<file path="src/rtl/fade_multi.sv">
// fade_multi: multi-channel LED fade engine.
//
// Each of NUM_CH channels runs its own phase sequencer and drives one PWM pin.
// One step prescaler and one PWM counter are shared by all channels.
//
// Build option:
//   FADE_HOLD_EN defined   -> RISE -> ON_HOLD -> FALL -> OFF_HOLD -> RISE
//   FADE_HOLD_EN undefined -> RISE -> FALL -> RISE (hold phases never entered)
//
// Ports:
//   clk        system clock
//   rst_n      asynchronous active-low reset
//   run        1 = sequencing advances, 0 = levels/phases/prescaler frozen
//   pwm_out    PWM output per channel, bit i = channel i
//   level      current level, channel i at [i*LW +: LW]
//   phase      current phase (doubles as the per-channel FSM state),
//              channel i at [i*2 +: 2]
//              (RISE=00, FALL=01, ON_HOLD=10, OFF_HOLD=11)
//   step_tick  high for the one cycle whose closing edge updates the levels
module fade_multi #(
  parameter int NUM_CH        = 3,
  parameter int PWM_INTERVAL  = 1200,
  parameter int STEP_INTERVAL = 12000,
  parameter int STEPS         = 200,
  parameter int HOLD_STEPS    = 200,
  localparam int LW           = $clog2(PWM_INTERVAL + 1)
) (
  input  logic                 clk,
  input  logic                 rst_n,
  input  logic                 run,
  output logic [NUM_CH-1:0]    pwm_out,
  output logic [NUM_CH*LW-1:0] level,
  output logic [NUM_CH*2-1:0]  phase,
  output logic                 step_tick
);

  typedef enum logic [1:0] {
    RISE     = 2'b00,
    FALL     = 2'b01,
    ON_HOLD  = 2'b10,
    OFF_HOLD = 2'b11
  } phase_t;

  localparam int INC_VAL   = PWM_INTERVAL / STEPS;
  localparam int PW        = $clog2(STEP_INTERVAL);
  localparam int CW        = $clog2(PWM_INTERVAL);
  localparam int MAX_STEPS = (STEPS > HOLD_STEPS) ? STEPS : HOLD_STEPS;
  localparam int SW        = $clog2(MAX_STEPS);

  localparam logic [LW-1:0] FULL      = LW'(PWM_INTERVAL);
  localparam logic [LW-1:0] INC_LV    = LW'(INC_VAL);
  localparam logic [LW:0]   INC_EXT   = (LW+1)'(INC_VAL);
  localparam logic [LW:0]   FULL_EXT  = (LW+1)'(PWM_INTERVAL);
  localparam logic [PW-1:0] PSC_LAST  = PW'(STEP_INTERVAL - 1);
  localparam logic [CW-1:0] PWM_LAST  = CW'(PWM_INTERVAL - 1);
  localparam logic [SW-1:0] RF_LAST   = SW'(STEPS - 1);
  localparam logic [SW-1:0] HOLD_LAST = SW'(HOLD_STEPS - 1);

  // Staggered start so neighbouring LEDs are out of step with each other.
  function automatic phase_t start_phase(input int ch);
`ifdef FADE_HOLD_EN
    case (ch % 4)
      0:       return RISE;
      1:       return ON_HOLD;
      2:       return FALL;
      default: return OFF_HOLD;
    endcase
`else
    return (ch % 2 == 0) ? RISE : FALL;
`endif
  endfunction

  function automatic phase_t next_phase(input phase_t p);
`ifdef FADE_HOLD_EN
    case (p)
      RISE:    return ON_HOLD;
      ON_HOLD: return FALL;
      FALL:    return OFF_HOLD;
      default: return RISE;
    endcase
`else
    return (p == RISE) ? FALL : RISE;
`endif
  endfunction

  // Level a channel takes when it enters phase p.
  function automatic logic [LW-1:0] entry_level(input phase_t p);
    return (p == ON_HOLD || p == FALL) ? FULL : '0;
  endfunction

  function automatic logic [SW-1:0] last_step(input phase_t p);
    return (p == ON_HOLD || p == OFF_HOLD) ? HOLD_LAST : RF_LAST;
  endfunction

  // One in-phase step; the extra bit keeps the saturation test overflow-free.
  function automatic logic [LW-1:0] step_level(input phase_t p, input logic [LW-1:0] lv);
    logic [LW:0] ext;
    ext = {1'b0, lv};
    case (p)
      RISE:    return (ext + INC_EXT > FULL_EXT) ? FULL : lv + INC_LV;
      FALL:    return (ext < INC_EXT) ? '0 : lv - INC_LV;
      default: return lv;
    endcase
  endfunction

  logic [PW-1:0] prescaler;
  logic [CW-1:0] pwm_cnt;
  phase_t        phase_q  [NUM_CH];
  logic [LW-1:0] level_q  [NUM_CH];
  logic [SW-1:0] step_cnt [NUM_CH];

  // Pure decode: the edge that closes this cycle is the level-update edge.
  assign step_tick = run && (prescaler == PSC_LAST);

  always_ff @(posedge clk or negedge rst_n) begin
    if (!rst_n) begin
      prescaler <= '0;
      pwm_cnt   <= '0;
      for (int i = 0; i < NUM_CH; i++) begin
        phase_q[i]  <= start_phase(i);
        level_q[i]  <= entry_level(start_phase(i));
        step_cnt[i] <= '0;
        // pwm_cnt resets to 0, so the compare is simply level != 0.
        pwm_out[i]  <= (entry_level(start_phase(i)) != '0);
      end
    end else begin
      // The PWM counter free-runs so the LEDs keep their brightness while frozen.
      pwm_cnt <= (pwm_cnt == PWM_LAST) ? '0 : pwm_cnt + 1'b1;
      if (run) begin
        prescaler <= (prescaler == PSC_LAST) ? '0 : prescaler + 1'b1;
      end
      for (int i = 0; i < NUM_CH; i++) begin
        pwm_out[i] <= (LW'(pwm_cnt) < level_q[i]);
        if (step_tick) begin
          if (step_cnt[i] == last_step(phase_q[i])) begin
            // Snapping to the entry value absorbs the floor remainder of INC_VAL.
            step_cnt[i] <= '0;
            phase_q[i]  <= next_phase(phase_q[i]);
            level_q[i]  <= entry_level(next_phase(phase_q[i]));
          end else begin
            step_cnt[i] <= step_cnt[i] + 1'b1;
            level_q[i]  <= step_level(phase_q[i], level_q[i]);
          end
        end
      end
    end
  end

  for (genvar g = 0; g < NUM_CH; g++) begin : g_out
    assign level[g*LW +: LW] = level_q[g];
    assign phase[g*2 +: 2]   = phase_q[g];
  end

endmodule
</file>
<file path="config.mk">
export PLATFORM = sky130hd
export DESIGN_NAME = fade_multi
export DESIGN_NICKNAME = d
export VERILOG_FILES = /design/src/rtl/fade_multi.sv
export SDC_FILE = /design/constraint.sdc
export NUM_CORES = 1
export LEC_CHECK = 0
export ABC_AREA = 1
export ABC_CLOCK_PERIOD_IN_PS = 2500
export BUFFER_PORTS_ARGS = -buffer_cell sky130_fd_sc_hd__buf_2
export CORE_MARGIN = 4
export CORE_UTILIZATION = 59
export CTS_CLUSTER_DIAMETER = 120
export CTS_CLUSTER_SIZE = 10
export DETAILED_ROUTE_END_ITERATION = 8
export GPL_ROUTABILITY_DRIVEN = 0
export PLACE_DENSITY = 0.8
export SYNTH_ARGS = -nofsm -noshare
export SYNTH_HDL_FRONTEND = slang
export SYNTH_SLANG_ARGS = --single-unit
</file>
<file path="constraint.sdc">
create_clock -name clk -period 2.5 [get_ports clk]
set_input_delay 0.375 -clock clk [delete_from_list [all_inputs] [get_ports clk]]
set_output_delay 0.375 -clock clk [all_outputs]
set_load 0.005 [all_outputs]
</file>
* Yosys cells after proc, flatten, opt, wreduce, memory -nomap -nowiden *
Cells that the tools add are included.

word-level totals
  output and inout bits = 43
  word-level logic and storage cells = 88
  bits in registers = 91

operators by class
  reduce and logical (&&, ||, !) cells = 16
  add/sub/neg operators = 14
  magnitude comparators = 9
  eq/ne operators = 14
  multiplexer cells = 23

operators by type and width
  operator                                                          number
  2-to-1 mux 11 bit                                                 13
  case mux 11 bit (2 select lines)                                  3
  adder 11 x 3 -> 12 bit (second input constant)                    3
  greater-than comparator 12 x 11 -> 1 bit (second input constant)  3
  adder 11 x 3 -> 11 bit (second input constant)                    3
  < comparator 11 bit                                               3
  < comparator 11 x 3 -> 1 bit (second input constant)              3
  subtractor 11 x 3 -> 11 bit (second input constant)               3
  adder 8 x 1 -> 8 bit (second input constant)                      3
  equality test 8 bit (second input constant)                       3
  2-to-1 mux 8 bit                                                  3
  adder 14 x 1 -> 14 bit (second input constant)                    1
  equality test 14 bit (second input constant)                      1
  2-to-1 mux 14 bit                                                 1
  AND reduction 2 bit                                               6
  adder 11 x 1 -> 11 bit (second input constant)                    1
  equality test 11 bit (second input constant)                      1
  nonzero test 3 bit                                                3
  equality test 1 x 2 -> 1 bit (second input constant)              3
  equality test 2 x 1 -> 1 bit (second input constant)              3
  zero test 2 bit                                                   3
  equality test 1 bit (second input constant)                       3
  logical OR 1 bit                                                  3
  2-to-1 mux 1 bit                                                  3
  logical AND 1 bit                                                 1

* Depth between registers and ports, before layout *
  depth after elaboration = 6
  depth in mapped cells = 16

* Worst setup path after synthesis *
Ideal clock, no wire load.

  path type = register -> register
  start point = reg level_q, in the netlist level[23]
  end point = reg level_q, in the netlist level[30]
  path slack = 0.555 ns
  path buffers = 0
  cell stages (with the launch flop) = 15
  arrival = 1.818 ns
  library setup time = 0.127 ns
  cells stage by stage = dfrtp_1 > inv_1 > ha_1 > inv_1 > nand2_1 > nor2_2 > nand2_1 > xor2_1 > nand2_2 > nor2_2 > nand2_1 > nand2_2 > nand3_4 > nand3_1 > o21ai_1

between the ends
  longest elaborated chain between the ends = 5
  elaborated cells on any way between the ends = 9
  those cells by class = add/sub (3); order compare (2); mux (4)

ends and longest elaborated chain
  what                                      RTL line  source
  from (decl)                               109       logic [LW-1:0] level_q [NUM_CH];
  from (signal, indexed assignment)         121       level_q[i] <= entry_level(start_phase(i));
  from (signal, indexed assignment)         139       level_q[i] <= entry_level(next_phase(phase_q[i]));
  from (signal, indexed assignment)         142       level_q[i] <= step_level(phase_q[i], level_q[i]);
  adder 11 x 3 -> 12 bit                    100       RISE: return (ext + INC_EXT > FULL_EXT) ? FULL : lv + INC_LV;
  greater-than comparator 12 x 11 -> 1 bit  100
  2-to-1 mux 11 bit                         100
  case mux 11 bit (2 select lines) (*)      99        case (p)
  2-to-1 mux 11 bit (*)                     135       if (step_cnt[i] == last_step(phase_q[i])) begin

Every way passes the cells marked *; elsewhere a longest branch is shown, timed or not.
A chain may end at the register's enable or synchronous reset.

* Worst setup path after layout *
  start point = reg prescaler[0]
  end point = out step_tick

between the ends
  longest elaborated chain between the ends = 2

ends and longest elaborated chain
  what                    RTL line  source
  from (decl)             106       logic [PW-1:0] prescaler;
  from (signal assigned)  130       prescaler <= (prescaler == PSC_LAST) ? '0 : prescaler + 1'b1;
  equality test 14 bit    113       assign step_tick = run && (prescaler == PSC_LAST);
  logical AND 1 bit       113
  to (decl)               34        output logic step_tick

Every way passes these cells.

==> qor.csv <==
stage,metric,value,unit
status,status,completed,
global_route,largest net degree at the start of global routing,64,
clock_network,CTS tree,done,
synthesis,Post-synth EDFFs,0,
timing,worst slew pin tran,538,ps
clock_network,CTS root buf,clkbuf_8,
synthesis,Synth Warn #,0,
power,combinational power share,13.0,%
global_route,initial antenna violation count,0,
clock_network,CTS Buffer Depth,2,
global_route,gr ovfl total,0,
critical_path,Worst setup SP type,flop,
timing,Worst Slack Setup Final,194,ps
global_route,GR peak layer,met2,
die,Initial Utilization,60.8,%
synthesis,#FFs+latches synth,85,
synthesis,post-synthesis sequential area ratio,34.0,%
critical_path,WS Path Type,flop to output pin,
timing,Slew HR,63.8,%
die,Core ar.,0.0103,sq mm
clock_network,clk slew on worst S/H paths,90,ps
hold_path,Hold EP,prescaler[1],
die,Row Count,37,
placement,placed cell area,0.00660,sq mm
global_route,vias in the first global route,5774,
routing,wire per inst,15.2,microns
power,internal power,0.00207,W
power,sequential group share of total power,53.0,%
timing,Final setup violation count,0,
clock_network,cts bufs inserted,9,
timing,fmax,434,MHz
hold_path,Hold Path Class,input pin to flop,
clock_network,Clock Latency Late Sink,360,ps
global_route,gr usage total,25.8,%
power,maximum vdd drop,315,uV
placement,port bufs,39,
power,Sw Pwr,0.000855,W
layout,share of cells above drive strength 1,13.0,%
hold_path,hold path start,run,
job,Max-Cap Viols,0,
critical_path,r2r setup slk,240,ps
layout,fin nets,934,
synthesis,Syn Inst Count,848,
critical_path,Critical Path Fanout Max,7,
global_route,GR Layer Usage met2,41.1,%
power,Leak,3.52,nW
synthesis,Post-Syn Area,0.00628,sq mm
synthesis,"FFs w/ async S/R, synth",100,%
routing,Routed Antenna Nets,0,
global_route,routing usage on met3,4.59,%
routing,routed vias/inst,5.88,
power,Power Total,0.00292,W
timing,clock period minus worst slack,2310,ps
placement,Setup WS pre-CTS,289,ps
global_route,first-pass GRT wire length,26.7,mm
critical_path,worst-case reg-to-reg path depth,14,
global_route,GR Layer Usage met1,34.9,%
timing,Max Slew Vio Count,0,
critical_path,reg2reg start,level[23],
critical_path,crit end category,output pin,
critical_path,"Req. time, crit path",2120,ps
die,Die Wd,111,microns
layout,post-route cell area,0.00681,sq mm
timing,crit share post-route,92.2,%
synthesis,ys flop type,dfrtp_1,
placement,dpl hpwl,11.8,mm
routing,total wire length,15.7,mm
routing,routed vias,6060,
timing,RSZ-0062 raised after global routing,false,
critical_path,CP Data Arrival Time,1930,ps
timing,Setup TNS,0,ps
power,clock share of power,33.9,%
hold_path,Hold Crit Depth,3,
die,Die Area,0.0124,sq mm
routing,Initial DRC Count,478,
routing,drt pass-1 iters,5,
critical_path,r2r endpoint,level[24],
clock_network,CTS H-tree lvls,3,
die,I/O pins,46,
synthesis,library cells used by synthesis,56,
routing,DRC,0,
timing,clock skew,10.3,ps
synthesis,Syn Area/Cell,7.40,sq um
layout,layout overhead on the synthesized area,8.49,%
die,DIE HEIGHT,111,microns
power,Sw Ratio,29.3,%
timing,Fin. Hold Viols,0,
layout,n_diodes,0,
clock_network,CTS sink cnt,85,
power,PwrDens,429,mW/mm^2
[critical path: stages, from the launching register on]
cell and delay [ps]:
dfrtp_1 400, ha_1 200, nand2_1 130, nor4_1 240
nand2_1 120, inv_2 170, buf_4 190, buf_2 120
[Yosys cell counts, types with 3 or more instances]
cell type	n	area share [%]
a211oi_1	6	0.72
a21oi_1	54	4.3
a22oi_1	3	0.36
a31oi_1	3	0.30
buf_2	6	0.48
buf_4	10	1.2
clkbuf_1	4	0.24
clkinv_1	3	0.18
dfrtp_1	79	31
dfstp_2	6	2.5
ha_1	41	8.2
inv_1	116	6.9
inv_2	4	0.24
nand2_1	167	10
nand2_2	11	1.1
nand3_1	56	4.5
nand4_1	26	2.6
nor2_1	75	4.5
nor2_2	10	1.0
nor2_4	3	0.54
nor3_1	27	2.2
nor4_1	4	0.40
nor4_2	3	0.60
o21a_1	3	0.36
o21ai_0	39	3.1
o21ai_1	8	0.64
o22ai_1	7	0.70
o31ai_1	3	0.36
or2_2	3	0.30
xnor2_1	6	0.84
xor2_1	28	3.9
[placed cells by master, fill, tap and decap left out, types with 3 or more instances in the layout]
cell	n
nand2_1	167
inv_1	115
dfrtp_1	79
nor2_1	75
nand3_1	56
a21oi_1	54
ha_1	41
o21ai_0	39
buf_2	38
xor2_1	28
nor3_1	27
nand4_1	26
nand2_2	11
nor2_2	10
clkbuf_8	9
o21ai_1	8
o22ai_1	7
xnor2_1	6
a211oi_1	6
conb_1	6
buf_4	6
dfstp_2	6
inv_2	5
nor4_1	4
clkinv_1	3
or2_2	3
o31ai_1	3
a31oi_1	3
o21a_1	3
nor4_2	3
nor2_4	3
a22oi_1	3
[sequential cells by signal (all words and copies together), names as in the netlist]
name       flops
pwm_cnt       11
phase          3
pwm_out        3
level         30
step_cnt      24
prescaler     14
[what timing repair did]
| item | in CTS | in global routing |
|---|---|---|
| hold endpoints to repair | 18 | 0 |
| endpoints found under the setup margin | 0 | 1 |
| buffers inserted | 0 | 0 |
| gates resized for setup | 0 | 1 |
| hold buffers | 1 | 0 |
[final cells by class]
type	count	area [sq um]
clock buffers	10	128
clock inverters	6	71.3
fillers	901	3510
inverters	123	462
multi-input cells	625	3580
flip-flops and latches	85	2130
well taps	136	170
repair buffers	46	265
[worst max-delay path by stage]
stage            startpoint   endpoint  slack [ps]  cells past startpoint
2_1_floorplan     level[23]  level[30]         550                     14
5_1_grt           level[23]  level[24]          40                     14
4_1_cts        prescaler[0]  step_tick          80                      7
3_5_place_dp      level[23]  level[24]         290                     14
3_3_place_gp      level[23]  level[24]         430                     14
6_report       prescaler[0]  step_tick         190                      7
[per-layer routing]
layer / routed length (microns) / vias to the layer above / share of wire, %
met3: 1200 / 45 / 7.7
met5: 0 / - / 0
li1: - / 2904 / -
met2: 7130 / 276 / 45
met4: 451 / 0 / 2.9
met1: 6890 / 2835 / 44
[power groups by stage]
stage / logic, W / clock network [W] / registers (W)
floorplan: 0.000278 / 0 / 0.00155
global placement: 0.000353 / 0 / 0.00157
detailed placement: 0.000375 / 0 / 0.00157
CTS: 0.000380 / 0.00102 / 0.00155
global route: 0.000433 / 0.00109 / 0.00156
finish: 0.000381 / 0.000991 / 0.00155
[cells by family after synthesis]
family	Yosys count	synth area share, %
AO/OA/AOI/OAI	141	13.0
other	1	0.0598
flip-flops	85	34.0
AND/OR/NAND/NOR	402	30.6
buffers and inverters	143	9.27
multiplexers	1	0.159
XOR/XNOR	34	4.74
adder cells (fa/ha/maj)	41	8.17
[per-stage QoR]
step / std cells / hold slack (ps) / utilization [%]
floorplan: 853 / 79.4 / -
global placement: 1014 / 295 / 63.9
detailed placement: 1014 / 304 / 63.9
CTS: 1031 / 297 / 66.0
global route: 1031 / 319 / 66.0
finish: 1031 / 317 / 66.0
Power figures use the tool's default switching activity.
